**config.mk**
```make
export PLATFORM = sky130hd
export DESIGN_NAME = exe_stage
export DESIGN_NICKNAME = d
export VERILOG_FILES = /design/src/rtl/exe_stage.sv
export SDC_FILE = /design/constraint.sdc
export NUM_CORES = 1
export LEC_CHECK = 0
export BUFFER_PORTS_ARGS = -buffer_cell sky130_fd_sc_hd__buf_2
export CAP_MARGIN = 20
export CORE_ASPECT_RATIO = 0.6
export CORE_MARGIN = 4
export CORE_UTILIZATION = 40
export DETAILED_ROUTE_END_ITERATION = 6
export GPL_TIMING_DRIVEN = 0
export PLACE_DENSITY = 0.72
export SYNTH_ARGS = -nofsm -noshare
export SYNTH_HDL_FRONTEND = slang
export SYNTH_SLANG_ARGS = --single-unit
export TNS_END_PERCENT = 50
```
**constraint.sdc**
```tcl
create_clock -name clk -period 5 [get_ports clk]
set_input_delay 0.75 -clock clk [delete_from_list [all_inputs] [get_ports clk]]
set_output_delay 0.75 -clock clk [all_outputs]
set_load 0.01 [all_outputs]
```
**src/rtl/exe_stage.sv**
```systemverilog
// Execute stage: latches the decode bundle, computes ALU results, issues the data-SRAM request.
// Define EXE_DIV_EN to build the 32-iteration radix-2 restoring divider for div/mod instructions.

module alu (
    input  logic [11:0] alu_op,
    input  logic [31:0] alu_src1,
    input  logic [31:0] alu_src2,
    output logic [31:0] alu_result
);
    // alu_op one-hot: add sub slt sltu and nor or xor sll srl sra lui (bit 0 .. bit 11)
    logic        w_invert;
    logic [32:0] w_sum;
    logic [31:0] w_b;
    logic        w_slt;
    logic        w_sltu;
    logic [31:0] w_sra;

    assign w_invert = alu_op[1] | alu_op[2] | alu_op[3];
    assign w_b      = w_invert ? ~alu_src2 : alu_src2;
    assign w_sum    = {1'b0, alu_src1} + {1'b0, w_b} + {32'b0, w_invert};
    assign w_slt    = (alu_src1[31] & ~alu_src2[31])
                    | (~(alu_src1[31] ^ alu_src2[31]) & w_sum[31]);
    assign w_sltu   = ~w_sum[32];
    assign w_sra    = $signed(alu_src1) >>> alu_src2[4:0];

    assign alu_result = ({32{alu_op[0] | alu_op[1]}} & w_sum[31:0])
                      | ({32{alu_op[2]}}  & {31'b0, w_slt})
                      | ({32{alu_op[3]}}  & {31'b0, w_sltu})
                      | ({32{alu_op[4]}}  & (alu_src1 & alu_src2))
                      | ({32{alu_op[5]}}  & ~(alu_src1 | alu_src2))
                      | ({32{alu_op[6]}}  & (alu_src1 | alu_src2))
                      | ({32{alu_op[7]}}  & (alu_src1 ^ alu_src2))
                      | ({32{alu_op[8]}}  & (alu_src1 << alu_src2[4:0]))
                      | ({32{alu_op[9]}}  & (alu_src1 >> alu_src2[4:0]))
                      | ({32{alu_op[10]}} & w_sra)
                      | ({32{alu_op[11]}} & alu_src2);
endmodule

module exe_stage (
    input  logic         clk,
    input  logic         reset,
    input  logic         ms_allowin,
    output logic         es_allowin,
    input  logic         ds_to_es_valid,
    input  logic [150:0] ds_to_es_bus,
    output logic         es_to_ms_valid,
    output logic [70:0]  es_to_ms_bus,
    output logic [4:0]   es_dest,
    output logic         es_load,
    output logic         data_sram_en,
    output logic [3:0]   data_sram_we,
    output logic [31:0]  data_sram_addr,
    output logic [31:0]  data_sram_wdata
);
    logic         r_es_valid;
    logic [150:0] r_bus;

    logic [11:0]  w_alu_op;
    logic [2:0]   w_div_op;
    logic         w_res_from_mem;
    logic         w_gr_we;
    logic         w_mem_we;
    logic [4:0]   w_dest;
    logic [31:0]  w_src1;
    logic [31:0]  w_src2;
    logic [31:0]  w_rkd_value;
    logic [31:0]  w_pc;
    logic [31:0]  w_alu_result;
    logic [31:0]  w_result;
    logic         w_es_ready_go;

    assign {w_alu_op, w_div_op, w_res_from_mem, w_gr_we, w_mem_we, w_dest,
            w_src1, w_src2, w_rkd_value, w_pc} = r_bus;

    assign es_allowin = ~r_es_valid | (w_es_ready_go & ms_allowin);

    always_ff @(posedge clk or posedge reset) begin
        if (reset) begin
            r_es_valid <= 1'b0;
        end else if (es_allowin) begin
            r_es_valid <= ds_to_es_valid;
        end
    end

    // The bundle itself carries no reset; es_valid qualifies every use of it.
    always_ff @(posedge clk) begin
        if (ds_to_es_valid & es_allowin) begin
            r_bus <= ds_to_es_bus;
        end
    end

    alu u_alu (
        .alu_op     (w_alu_op),
        .alu_src1   (w_src1),
        .alu_src2   (w_src2),
        .alu_result (w_alu_result)
    );

`ifdef EXE_DIV_EN
    typedef enum logic [1:0] {
        DIV_IDLE = 2'd0,
        DIV_BUSY = 2'd1,
        DIV_DONE = 2'd2
    } div_state_t;

    div_state_t   r_state;
    div_state_t   w_next_state;
    logic [4:0]   r_cnt;
    logic [63:0]  r_rem;
    logic [31:0]  r_quot;
    logic [31:0]  r_divisor;
    logic         w_is_div;
    logic         w_start;
    logic [31:0]  w_abs1;
    logic [31:0]  w_abs2;
    logic [33:0]  w_trial;
    logic         w_unused_trial_bit;
    logic         w_div_zero;
    logic         w_neg_q;
    logic         w_neg_r;
    logic [31:0]  w_quot;
    logic [31:0]  w_rem;

    assign w_is_div = w_div_op[2];
    assign w_start  = (r_state == DIV_IDLE) & r_es_valid & w_is_div;
    assign w_abs1   = (w_div_op[1] & w_src1[31]) ? -w_src1 : w_src1;
    assign w_abs2   = (w_div_op[1] & w_src2[31]) ? -w_src2 : w_src2;

    always_ff @(posedge clk or posedge reset) begin
        if (reset) begin
            r_state <= DIV_IDLE;
            r_cnt   <= 5'd0;
        end else begin
            r_state <= w_next_state;
            if (r_state == DIV_BUSY) begin
                r_cnt <= r_cnt + 5'd1;
            end else begin
                r_cnt <= 5'd0;
            end
        end
    end

    always_comb begin
        w_next_state = r_state;
        case (r_state)
            DIV_IDLE: if (w_start)          w_next_state = DIV_BUSY;
            DIV_BUSY: if (r_cnt == 5'd31)   w_next_state = DIV_DONE;
            DIV_DONE: if (ms_allowin)       w_next_state = DIV_IDLE;
            default:                        w_next_state = DIV_IDLE;
        endcase
    end

    // Shifted partial remainder is 33 bits wide; the extra guard bit keeps the trial sign honest.
    assign w_trial            = {1'b0, r_rem[63:31]} - {2'b00, r_divisor};
    assign w_unused_trial_bit = w_trial[32];

    always_ff @(posedge clk) begin
        if (w_start) begin
            r_rem     <= {32'b0, w_abs1};
            r_quot    <= 32'b0;
            r_divisor <= w_abs2;
        end else if (r_state == DIV_BUSY) begin
            if (!w_trial[33]) begin
                r_rem  <= {w_trial[31:0], r_rem[30:0], 1'b0};
                r_quot <= {r_quot[30:0], 1'b1};
            end else begin
                r_rem  <= {r_rem[62:0], 1'b0};
                r_quot <= {r_quot[30:0], 1'b0};
            end
        end
    end

    assign w_div_zero = (w_src2 == 32'b0);
    assign w_neg_q    = w_div_op[1] & (w_src1[31] ^ w_src2[31]);
    assign w_neg_r    = w_div_op[1] & w_src1[31];
    assign w_quot     = w_div_zero ? 32'hFFFF_FFFF : (w_neg_q ? -r_quot : r_quot);
    assign w_rem      = w_div_zero ? w_src1 : (w_neg_r ? -r_rem[63:32] : r_rem[63:32]);

    assign w_es_ready_go = ~w_is_div | (r_state == DIV_DONE);
    assign w_result      = w_is_div ? (w_div_op[0] ? w_rem : w_quot) : w_alu_result;
`else
    logic [2:0] w_unused_div_op;

    assign w_unused_div_op = w_div_op;
    assign w_es_ready_go   = 1'b1;
    assign w_result        = w_alu_result;
`endif

    assign es_to_ms_valid  = r_es_valid & w_es_ready_go;
    assign es_to_ms_bus    = {w_res_from_mem, w_gr_we, w_dest, w_result, w_pc};
    assign es_dest         = (r_es_valid & w_gr_we) ? w_dest : 5'd0;
    assign es_load         = r_es_valid & w_res_from_mem;

    // A stalled store re-presents the same address and data, so repeats are harmless.
    assign data_sram_en    = r_es_valid & w_es_ready_go & (w_res_from_mem | w_mem_we);
    assign data_sram_we    = {4{r_es_valid & w_es_ready_go & w_mem_we}};
    assign data_sram_addr  = w_alu_result;
    assign data_sram_wdata = w_rkd_value;
endmodule

```
==> metrics.md, run 1 <==
| Metric | Value |
|---|---|
| Die W | `242.3 um` |
| Largest net degree at the start of global routing | `73` |
| Fin crit period | `5.025 ns` |
| GP Congestion | `1.141` |
| Syn nets | `1599` |
| Number of synthesized flops with an enable pin | `roughly 150` |
| Met3 Track Usage GR | `16.99%` |
| Die Ht | `148.6 um` |
| DR vias/cell | `6.231` |
| #FFs+latches synth | `149` |
| Cts hold-fix bufs | `0` |
| Post-DR wirelength/cell | `29.79 um` |
| Final worst slack | `-0.02538 ns` |
| Total grt overflow | `0` |
| Setup violations, final | `6` |
| Pwr dens | `275.8 mW/mm^2` |
| Reg2reg path depth | `3` |
| Worst vdd ir | `approximately 250 uV` |
| Main flop type after synthesis | `edfxtp_1` |
| Fin. max-slew vios | `0` |
| CTS tree | `done` |
| Max_cap viols | `0` |
| Post-synthesis cell count | `approximately 1300` |
| Layout cells sized above 1 | `36.23%` |
| Clk sink count | `149` |
| All-Layer GR Usage | `between 30% and 40%` |
| Antenna Nets Post-Route | `0` |
| Critical path required time | `4.25 ns` |
| Crit path launch type | `flip-flop` |
| Row Count | `between 50 and 60` |
| Worst-margin pin slew | `between 1 and 1.5 ns` |
| CP Cell Sequence | `buf_1 -> nand3_1 -> clkbuf_1 -> nand3_1 -> a41oi_1 -> o21ai_0 -> a21oi_1 -> o21ai_0 -> buf_4 -> buf_2` |
| Status | `finished, violations left` |
| Nature of the critical path endpoint | `primary output` |
| Worst stage delay on the critical path | `0.62 ns` |
| Vias in the first global route | `12549` |
| H-Tree Depth | `4` |
| CTS buffer count | `17` |
| Netlist cell types | `78` |
| Final Util | `51.12%` |
| Nets@finish | `1946` |
| Final worst-path cycle share | `100.5%` |
| Hpwl dp | `49.37 mm` |
| GR peak layer | `met1` |
| M1 GR Usage | `47.24%` |
| Yosys warnings | `0` |
| Reg clk slew, reported paths | `0.06 ns` |
| CTS Root Cell | `clkbuf_16` |
| Synthesized area per cell | `9.786 sq um` |
| Via count | `13279` |
| Critical Path Fanout Max | `10` |
| Final hold viol count | `0` |
| Port bufs | `299` |
| Post-synth ARST share | `0.6711%` |
| Pleak | `about 7.0 nW` |
| Most frequent cell after synthesis | `edfxtp_1` |
| Pre-CTS setup slack | `-1.196 ns` |
| Commonest cells in the netlist | `edfxtp_1 (148), buf_4 (111), ha_1 (97), nor2_1 (97), a21oi_1 (89)` |
| DRC errors left | `13` |
| Worst Skew | `0.01801 ns` |
| Inst Count DP | `around 2100` |
| Worst-Skew Late Latency | `0.46 ns` |
| Relative slew slack | `about a third` |
| IO Pins | `around 300` |
| Fmax | `slightly below 200 MHz` |
| Core area | `approximately 0.032 sq mm` |
| HP Class | `in -> async` |
| RSZ-0062 raised after global routing | `true` |
| DR pass1 iterations | `7` |
| Failing checks | `DRC, setup timing` |
| Initial core utilization | `40.63%` |
| Yosys top cell area share | `about a third` |
| Kind of critical path | `reg -> out` |
| WP data arrival | `about 4.3 ns` |
| DRT iter0 DRCs | `1997` |
| Slowest-stage cell, CP | `clkbuf_1` |
| Cell Area, Synth | `roughly 0.013 sq mm` |
| Initial antenna violation count | `4` |
| Synth area leaders | `edfxtp_1 (34%), ha_1 (9.2%), mux2i_1 (6.4%), buf_4 (6.3%), mux4_2 (5.1%)` |
| Seq/Total Area, Yosys | `around 34%` |
| Clk buf depth | `2` |
| Area Overhead vs Synth | `25.82%` |
| Leading area contributor after synthesis | `edfxtp_1` |
| Met2 Use GR | `46.96%` |
| Final wirelength | `around 63 mm` |
| Non-Filler Instances | `2131` |
| DIE AREA | `0.03599 sq mm` |
| First-pass GRT wire length | `88.38 mm` |
worst paths after layout:
check | from | endpoint | slack [ns]
setup / recovery | r_bus[149] | es_to_ms_bus[47] | -0.03
hold / removal | reset | es_to_ms_valid | 0.13
setup reg to reg | es_to_ms_valid | r_bus[79] | 3.28
hold reg to reg | es_to_ms_valid | es_to_ms_valid | 0.68
max in group asynchronous | reset | es_to_ms_valid | 4.78
min in group clk | ds_to_es_bus[106] | r_bus[106] | 0.46
registers in the layout, summed over array words and instances, names as in the netlist:
name            flops
es_to_ms_valid      1
r_bus             148
per-stage QoR:
| stage | cell area (sq um) | TNS [ns] | hold slack, ns | total power [mW] |
|---|---|---|---|---|
| after floorplan | 13170 | 0 | 0.4787 | 2.427 |
| after global placement | 15200 | -238.68 | 0.5862 | 2.983 |
| after detailed placement | 15260 | -39.02 | 0.5860 | 2.988 |
| after CTS | 16150 | 0 | 0.1148 | 4.445 |
| after global routing | 16570 | -0.2751 | 0.1146 | 4.725 |
| final | 16570 | -0.07048 | 0.1267 | 4.571 |
critical path: cells and delay by family, from the launching register on:
kind | cells | cell delay [ns]
AO/OA/AOI/OAI | 4 | 1.13
buffers and inverters | 4 | 1.30
flip-flops | 1 | 0.56
AND/OR/NAND/NOR | 2 | 0.84
cell usage in the layout, fill, tap and decap left out, types with 13 or more instances in the layout:
| cell type | Yosys | final |
|---|---|---|
| xnor2_1 | 44 | 38 |
| mux2i_1 | 84 | 83 |
| o21ai_0 | 60 | 54 |
| nand3_1 | 27 | 27 |
| nor3_1 | 14 | 13 |
| ha_1 | 97 | 87 |
| mux2_2 | 14 | 14 |
| inv_1 | 74 | 74 |
| a31oi_1 | 14 | 13 |
| a21oi_1 | 89 | 82 |
| buf_2 | 13 | 307 |
| nor2_1 | 97 | 97 |
| mux4_2 | 30 | 30 |
| clkbuf_1 | 50 | 39 |
| o211ai_1 | 13 | 13 |
| o21ai_1 | 14 | 17 |
| nand2_1 | 88 | 87 |
| a222oi_1 | 30 | 30 |
| clkbuf_16 | 0 | 18 |
| buf_4 | 111 | 145 |
| a21o_1 | 14 | 14 |
| edfxtp_1 | 148 | 148 |
logic make-up (layout without fill, tap and decap cells):
kind of cell             count (synthesis)  in the layout  share of synthesized area [%]
adder cells (fa/ha/maj)                 98             98                          9.366
multiplexers                           129            129                          12.82
AND/OR/NAND/NOR                        298            298                          10.52
XOR/XNOR                                53             53                          3.524
AO/OA/AOI/OAI                          352            352                          18.60
buffers and inverters                  267            627                          11.24
other                                    0              1                              0
flip-flops                             149            149                          33.93
per-layer routing:
layer	wire [um]	part of all wire (%)
met5	27	0.043
met1	26530	42
met2	25370	40
met3	9855	16
met4	1699	2.7
report_power, final:
group          internal (mW)  switching, mW  total (mW)
registers               1.46          0.104        1.56
logic                  0.639          0.972        1.61
clock network          0.799          0.598        1.40
total                   2.90           1.67        4.57
layout make-up:
class                           instances  area, sq um
Clock inverter                         15        193.9
Tap cell                              424        530.5
Timing Repair Buffer                  335         1849
Antenna cell                            1        2.502
Clock buffer                           17        425.4
Sequential cell                       149         4469
Inverter                               77        289.0
Buffer                                183         1246
Fill cell                            3025        15840
Multi-Input combinational cell        930         7566
timing repair:
item / in CTS / in global routing
pin swaps: 11 / 30
endpoints found under the hold margin: 0 / 0
cloned: 0 / 1
endpoints found under the setup margin: 63 / 30
buffers inserted: 11 / 21
gates resized for setup: 46 / 57
No activity file was read; power rests on OpenSTA's default activity.
==> run 2, diff against run 1 <==
--- a/config.mk
+++ b/config.mk
@@ -7,12 +7,14 @@
 export LEC_CHECK = 0
 export BUFFER_PORTS_ARGS = -buffer_cell sky130_fd_sc_hd__buf_2
 export CAP_MARGIN = 20
+export CELL_PAD_IN_SITES_DETAIL_PLACEMENT = 0
+export CELL_PAD_IN_SITES_GLOBAL_PLACEMENT = 2
 export CORE_ASPECT_RATIO = 0.6
 export CORE_MARGIN = 4
-export CORE_UTILIZATION = 40
+export CORE_UTILIZATION = 34
 export DETAILED_ROUTE_END_ITERATION = 6
 export GPL_TIMING_DRIVEN = 0
-export PLACE_DENSITY = 0.72
+export PLACE_DENSITY = 0.92
 export SYNTH_ARGS = -nofsm -noshare
 export SYNTH_HDL_FRONTEND = slang
 export SYNTH_SLANG_ARGS = --single-unit
==> metrics.md, run 2 (synthesis gave the netlist of run 1 again) <==
| Metric | Value |
|---|---|
| RSZ-0062 raised after global routing | `true` |
| Pwr dens | `268.3 mW/mm^2 (-2.7%)` |
| CTS buffer count | `17 (unchanged)` |
| Fmax | `197.9 MHz (-0.53%)` |
| Fin crit period | `5.052 ns (+0.02697 ns)` |
| Critical path startpoint | `r_bus[142]` |
| Initial antenna violation count | `1 (-3)` |
| Critical Path Fanout Max | `8 (-2)` |
| DIE AREA | `0.04206 sq mm (+17%)` |
| Total grt overflow | `0 (unchanged)` |
| Clk buf depth | `2 (unchanged)` |
| Kind of critical path | `reg -> out` |
| Vias in the first global route | `12468 (-0.65%)` |
| CP Cell Sequence | `nor3_4 -> buf_6 -> clkbuf_16 -> xnor2_2 -> ha_4 -> a21oi_4 -> nand2_2 -> o21a_4 -> o41ai_4 -> o31a_1 -> o311ai_4 -> nand4_1 -> or3b_1 -> buf_4 -> buf_2` |
| RR Endpoint | `r_bus[86]` |
| Relative slew slack | `27.63% (-3.8 points)` |
| Clk sink count | `149 (unchanged)` |
| Worst-Skew Late Latency | `0.46 ns (about the same)` |
| WP data arrival | `4.30 ns (+0.02 ns)` |
| Initial core utilization | `34.67% (-6.0 points)` |
| Row Count | `55 (+7.8%)` |
| Final wirelength | `68.76 mm (+8.3%)` |
| Most frequent cells in the layout | `buf_2 (305), buf_4 (151), edfxtp_1 (148)` |
| IO Pins | `303 (unchanged)` |
| Worst Skew | `0.01434 ns (-0.003667 ns)` |
| Critical path required time | `4.25 ns (about the same)` |
| Sequential Area | `0.004469 sq mm (unchanged)` |
| Pleak | `7.229 nW (+2.7%)` |
| Multi-input gate area in the final layout | `0.007826 sq mm (+3.4%)` |
| Worst r2r src | `es_to_ms_valid` |
| H-Tree Depth | `4 (unchanged)` |
| Reg with most FFs | `r_bus` |
| Hpwl dp | `53.76 mm (+8.9%)` |
| Setup violations, final | `5 (-1)` |
| Largest net degree at the start of global routing | `73 (unchanged)` |
| Kind of cell adding the most delay to the critical path | `compound AO/OA/AOI/OAI gates` |
| CTS Root Cell | `clkbuf_16` |
| Nature of the critical path endpoint | `primary output` |
| Commonest non-fill, non-tap cell in the layout | `buf_2` |
| Area Overhead vs Synth | `30.21%` |
| All-Layer GR Usage | `31.43% (-2.5 points)` |
| Reg2reg setup slack | `3.24 ns (-0.04 ns)` |
| DR pass1 iterations | `6 (-1)` |
| DRT iter0 DRCs | `1747 (-13%)` |
| Final hold viol count | `0 (unchanged)` |
| Via count | `13269 (-0.075%)` |
| Layout cells sized above 1 | `38.48% (+2.3 points)` |
| HP Class | `in -> async` |
| Worst vdd ir | `177.0 uV (-28%)` |
| Cts hold-fix bufs | `0 (unchanged)` |
| Crit path launch type | `flip-flop` |
| Max_cap viols | `0 (unchanged)` |
| Antenna Nets Post-Route | `0 (unchanged)` |
| Port bufs | `299 (unchanged)` |
| Hold Slack | `0.1209 ns (-0.005803 ns)` |
| Failing checks | `setup timing` |
| Worst stage delay on the critical path | `0.51 ns (-0.11 ns)` |
| Fill cells | `3743 (+24%)` |
| DRC errors left | `0 (-13)` |
| Core area | `0.03799 sq mm (+17%)` |
| DR vias/cell | `5.932 (-4.8%)` |
| Final worst slack | `-0.05234 ns (-0.02697 ns)` |
| Nets@finish | `1963 (+0.87%)` |
| Fin. max-slew vios | `0 (unchanged)` |
| CTS tree | `done` |
| Post-DR wirelength/cell | `30.74 um (+3.2%)` |
| Reg2reg path depth | `3 (unchanged)` |
| First-pass GRT wire length | `93.87 mm (+6.2%)` |
| Die Ht | `160.5 um (+8.0%)` |
| Pre-CTS setup slack | `-1.501 ns (-0.3057 ns)` |
| Reg clk slew, reported paths | `0.07 ns (about the same)` |
| Status | `finished, violations left` |
| GP Congestion | `1.043 (-8.6%)` |
| Number of flip-flops in the largest register | `148 (unchanged)` |
| Final worst-path cycle share | `101.0% (+0.54 points)` |
| Die W | `262.1 um (+8.2%)` |
| Buffer and inverter count on the worst path | `4 (unchanged)` |
| Worst-margin pin slew | `1.086 ns (+0.06104 ns)` |
| Slowest-stage cell, CP | `edfxtp_1` |
## run 2: cell count changes in the layout (fill, tap and decap cells not counted), sizes merged
cell / change
buf: +14
clkbuf: +3
clkinvlp: -1
clkinv: +3
bufinv: -3
inv: +1
## run 2: repair_timing
| item | 4_1_cts | 5_1_grt |
|---|---|---|
| setup buffers | 19 | 30 |
| gates resized for setup | 93 | 70 |
| gates cloned | 0 | 2 |
| pin swaps | 27 | 43 |
| endpoints found under the setup margin | 60 | 36 |
| hold endpoints to repair | 0 | 0 |
## run 2: worst max path at each step
stage,slack [ns],endpoint,cells after the start
after floorplan,0.11,r_bus[0],2
after global placement,-1.65,es_to_ms_bus[52],16
after detailed placement,-1.50,es_to_ms_bus[52],16
after CTS,-0.04,es_to_ms_bus[61],17
after global routing,-0.15,es_to_ms_bus[55],16
final,-0.05,es_to_ms_bus[55],15
## run 2: cell type report
cell class,instances,share of cell area [%]
clock inverters,15,1.043
inverters,77,1.685
flip-flops and latches,149,26.06
clock buffers,17,2.480
well taps,513,3.743
repair buffers,352,11.72
plain buffers,183,7.617
multi-input cells,930,45.63
diodes,1,0.01459
## run 2: where the power goes
part	leakage, nW	switching, mW	internal [mW]
Combinational	5.51	1.01	0.686
Sequential	1.42	0.110	1.46
Clock	0.294	0.657	0.676
Total	7.23	1.78	2.82
## run 2: layer usage
metal | part of all wire, % | global-route usage [%]
met1 | 45 | 47.25
met2 | 39 | 41.98
met3 | 14 | 13.21
met4 | 2.0 | 5.691
met5 | 0 | 0
## run 2: per-stage QoR
step,power [mW],setup TNS (ns),util [%],cells,instance area (sq um)
final,4.602,-0.1279,45.15,2237,17150
after global routing,4.784,-0.7079,45.14,2236,17150
after CTS,4.466,-0.1396,43.45,2209,16500
after detailed placement,3.023,-41.40,40.49,2161,15380
after global placement,3.026,-255.34,40.30,2158,15310
after floorplan,2.427,0,-,1346,13170
## run 2: worst register-to-register path, delay by kind of cell, from the launching register on
family        cells  cell delay, ns
simple gates      2            0.55
flops             1            0.46
buf+inv           1            0.35
==> run 3, diff against run 2 <==
--- a/config.mk
+++ b/config.mk
@@ -5,7 +5,7 @@
 export SDC_FILE = /design/constraint.sdc
 export NUM_CORES = 1
 export LEC_CHECK = 0
-export BUFFER_PORTS_ARGS = -buffer_cell sky130_fd_sc_hd__buf_2
+export BUFFER_PORTS_ARGS = -buffer_cell sky130_fd_sc_hd__buf_4
 export CAP_MARGIN = 20
 export CELL_PAD_IN_SITES_DETAIL_PLACEMENT = 0
 export CELL_PAD_IN_SITES_GLOBAL_PLACEMENT = 2
==> metrics.md, run 3 (synthesis gave the netlist of run 1 again) <==
| Metric | Value |
|---|---|
| Port bufs | `299 (unchanged)` |
| Setup violations, final | `8 (+3)` |
| CTS Root Cell | `clkbuf_16` |
| Worst-Skew Late Latency | `0.46 ns (about the same)` |
| Status | `finished, violations left` |
| Inst Count DP | `2160 (-0.046%)` |
| Failing checks | `DRC, setup timing` |
| Critical path required time | `4.25 ns (about the same)` |
| Area Overhead vs Synth | `33.43%` |
| All-Layer GR Usage | `31.58% (+0.14 points)` |
| Commonest non-fill, non-tap cell in the layout | `buf_4` |
| DIE AREA | `0.04206 sq mm (unchanged)` |
| Kind of critical path | `reg -> out` |
| Area post-placement | `0.01612 sq mm (+4.8%)` |
| Worst-margin pin slew | `1.245 ns (+0.1598 ns)` |
| Clk buf depth | `2 (unchanged)` |
| Max_cap viols | `0 (unchanged)` |
| Fin. max-slew vios | `0 (unchanged)` |
| Row Count | `55 (unchanged)` |
| Relative slew slack | `16.67% (-11 points)` |
| M1 GR Usage | `47.99% (+0.73 points)` |
| Multi-input gate area in the final layout | `0.007655 sq mm (-2.2%)` |
| Final hold viol count | `0 (unchanged)` |
| Most frequent cells in the layout | `buf_4 (439), edfxtp_1 (148), nor2_1 (96)` |
| RSZ-0062 raised after global routing | `true` |
| CTS tree | `done` |
| CP Capture Point | `es_to_ms_bus[43]` |
| Fmax | `195.8 MHz (-1.1%)` |
| Clk sink count | `149 (unchanged)` |
| Nets@finish | `1950 (-0.66%)` |
| CTS buffer count | `17 (unchanged)` |
| Initial core utilization | `34.67% (unchanged)` |
| Final wirelength | `68.59 mm (-0.25%)` |
| Worst Skew | `0.01444 ns (+0.0001007 ns)` |
| Nature of the critical path endpoint | `primary output` |
| Pleak | `7.396 nW (+2.3%)` |
| Critical Path Fanout Max | `10 (+2)` |
| Sequential Area | `0.004469 sq mm (unchanged)` |
| Layout cells sized above 1 | `37.37% (-1.1 points)` |
| Total power | `4.631 mW (+0.63%)` |
| Met2 Use GR | `42.27% (+0.30 points)` |
| DR pass1 iterations | `7 (+1)` |
| Cts hold-fix bufs | `0 (unchanged)` |
| Design area | `0.01757 sq mm (+2.5%)` |
| Die W | `262.1 um (unchanged)` |
| Reg clk slew, reported paths | `0.07 ns (about the same)` |
| HP Class | `in -> async` |
| Core area | `0.03799 sq mm (unchanged)` |
| Final Util | `46.26% (+1.1 points)` |
| Fin crit period | `5.107 ns (+0.05457 ns)` |
| GP Congestion | `1.034 (-0.82%)` |
| WP data arrival | `4.36 ns (+0.06 ns)` |
| Non-Filler Instances | `2224 (-0.58%)` |
| Pwr dens | `263.5 mW/mm^2 (-1.8%)` |
| Vias in the first global route | `12569 (+0.81%)` |
| Fill cells | `3652 (-2.4%)` |
| Hpwl dp | `54.30 mm (+1.0%)` |
| DR vias/cell | `6.004 (+1.2%)` |
| Post-DR wirelength/cell | `30.84 um (+0.33%)` |
| First-pass GRT wire length | `94.54 mm (+0.71%)` |
| DRC errors left | `2 (+2)` |
| IO Pins | `303 (unchanged)` |
| Crit path launch type | `flip-flop` |
| RR Endpoint | `r_bus[85]` |
| Worst vdd ir | `197.4 uV (+12%)` |
| Reg2reg path depth | `3 (unchanged)` |
| Critical path startpoint | `r_bus[67]` |
| Met3 Track Usage GR | `11.25% (-2.0 points)` |
| Number of flip-flops in the largest register | `148 (unchanged)` |
| Final worst-path cycle share | `102.1% (+1.1 points)` |
| H-Tree Depth | `4 (unchanged)` |
| Total grt overflow | `0 (unchanged)` |
| Reg with most FFs | `r_bus` |
| Worst r2r src | `es_to_ms_valid` |
| Die Ht | `160.5 um (unchanged)` |
| GR peak layer | `met1` |
| Final worst slack | `-0.1069 ns (-0.05457 ns)` |
| Initial antenna violation count | `1 (unchanged)` |
| Via count | `13353 (+0.63%)` |
| Reg2reg setup slack | `3.26 ns (+0.02 ns)` |
| DRT iter0 DRCs | `2142 (+23%)` |
| Largest net degree at the start of global routing | `72 (-1.4%)` |
| Antenna Nets Post-Route | `0 (unchanged)` |
| Hold Slack | `0.1353 ns (+0.01440 ns)` |
## run 3: changes by cell type in the layout (fill, tap and decap cells not counted), moves of 4 or more
cell | before | now
xnor2_1 | 34 | 40
buf_6 | 24 | 18
buf_2 | 305 | 9
ha_2 | 5 | 10
ha_4 | 6 | 0
clkbuf_2 | 4 | 0
buf_4 | 151 | 439
a21oi_4 | 7 | 3
## run 3: metal layers
metal  up-vias  routed length [um]
met3       113                9219
met2       890               27110
met1      6699               30590
met4         0                1666
met5         -                   0
li1       5651                   -
## run 3: worst min-delay path by stage
stage / end / slack [ns] / cells past startpoint
after floorplan: es_to_ms_valid / 0.48 / 1
after global placement: es_to_ms_valid / 0.60 / 2
after detailed placement: es_to_ms_valid / 0.60 / 2
after CTS: es_to_ms_valid / 0.12 / 2
after global routing: es_to_ms_valid / 0.12 / 2
final: es_to_ms_valid / 0.14 / 2
## run 3: cell type report
cell class	instances	area share (%)
Antenna cell	1	0.01424
Tap cell	513	3.652
Inverter	77	1.645
Clock inverter	15	0.9896
Multi-Input combinational cell	930	43.56
Timing Repair Buffer	341	15.04
Buffer	181	7.255
Sequential cell	149	25.43
Clock buffer	17	2.421
## run 3: report_power, final
part	leakage, nW	switching, mW	total, mW	internal (mW)
Combinational	5.68	1.00	1.73	0.731
Sequential	1.42	0.110	1.57	1.46
Clock	0.294	0.655	1.33	0.676
## run 3: critical path, stage by stage, from the launching register on
cell	delay, ns
edfxtp_1	0.51
buf_4	0.17
buf_4	0.09
buf_4	0.16
clkbuf_1	0.63
clkbuf_1	0.89
o31ai_1	0.42
a311oi_1	0.49
o211ai_1	0.20
buf_4	0.20
buf_4	0.13
## run 3: what timing repair did
action                                  CTS  global route
pin swaps                                20            26
endpoints found under the setup margin   64            36
gates cloned                              0             1
gates resized for setup                  86            44
setup buffers                            21            18
## run 3: per-stage QoR
stage | setup TNS, ns | setup WS [ns]
floorplan | 0 | 0.1143
global placement | -260.50 | -1.637
detailed placement | -44.47 | -1.579
CTS | -0.05504 | -0.05504
global route | -0.5858 | -0.1145
finish | -0.3699 | -0.1069
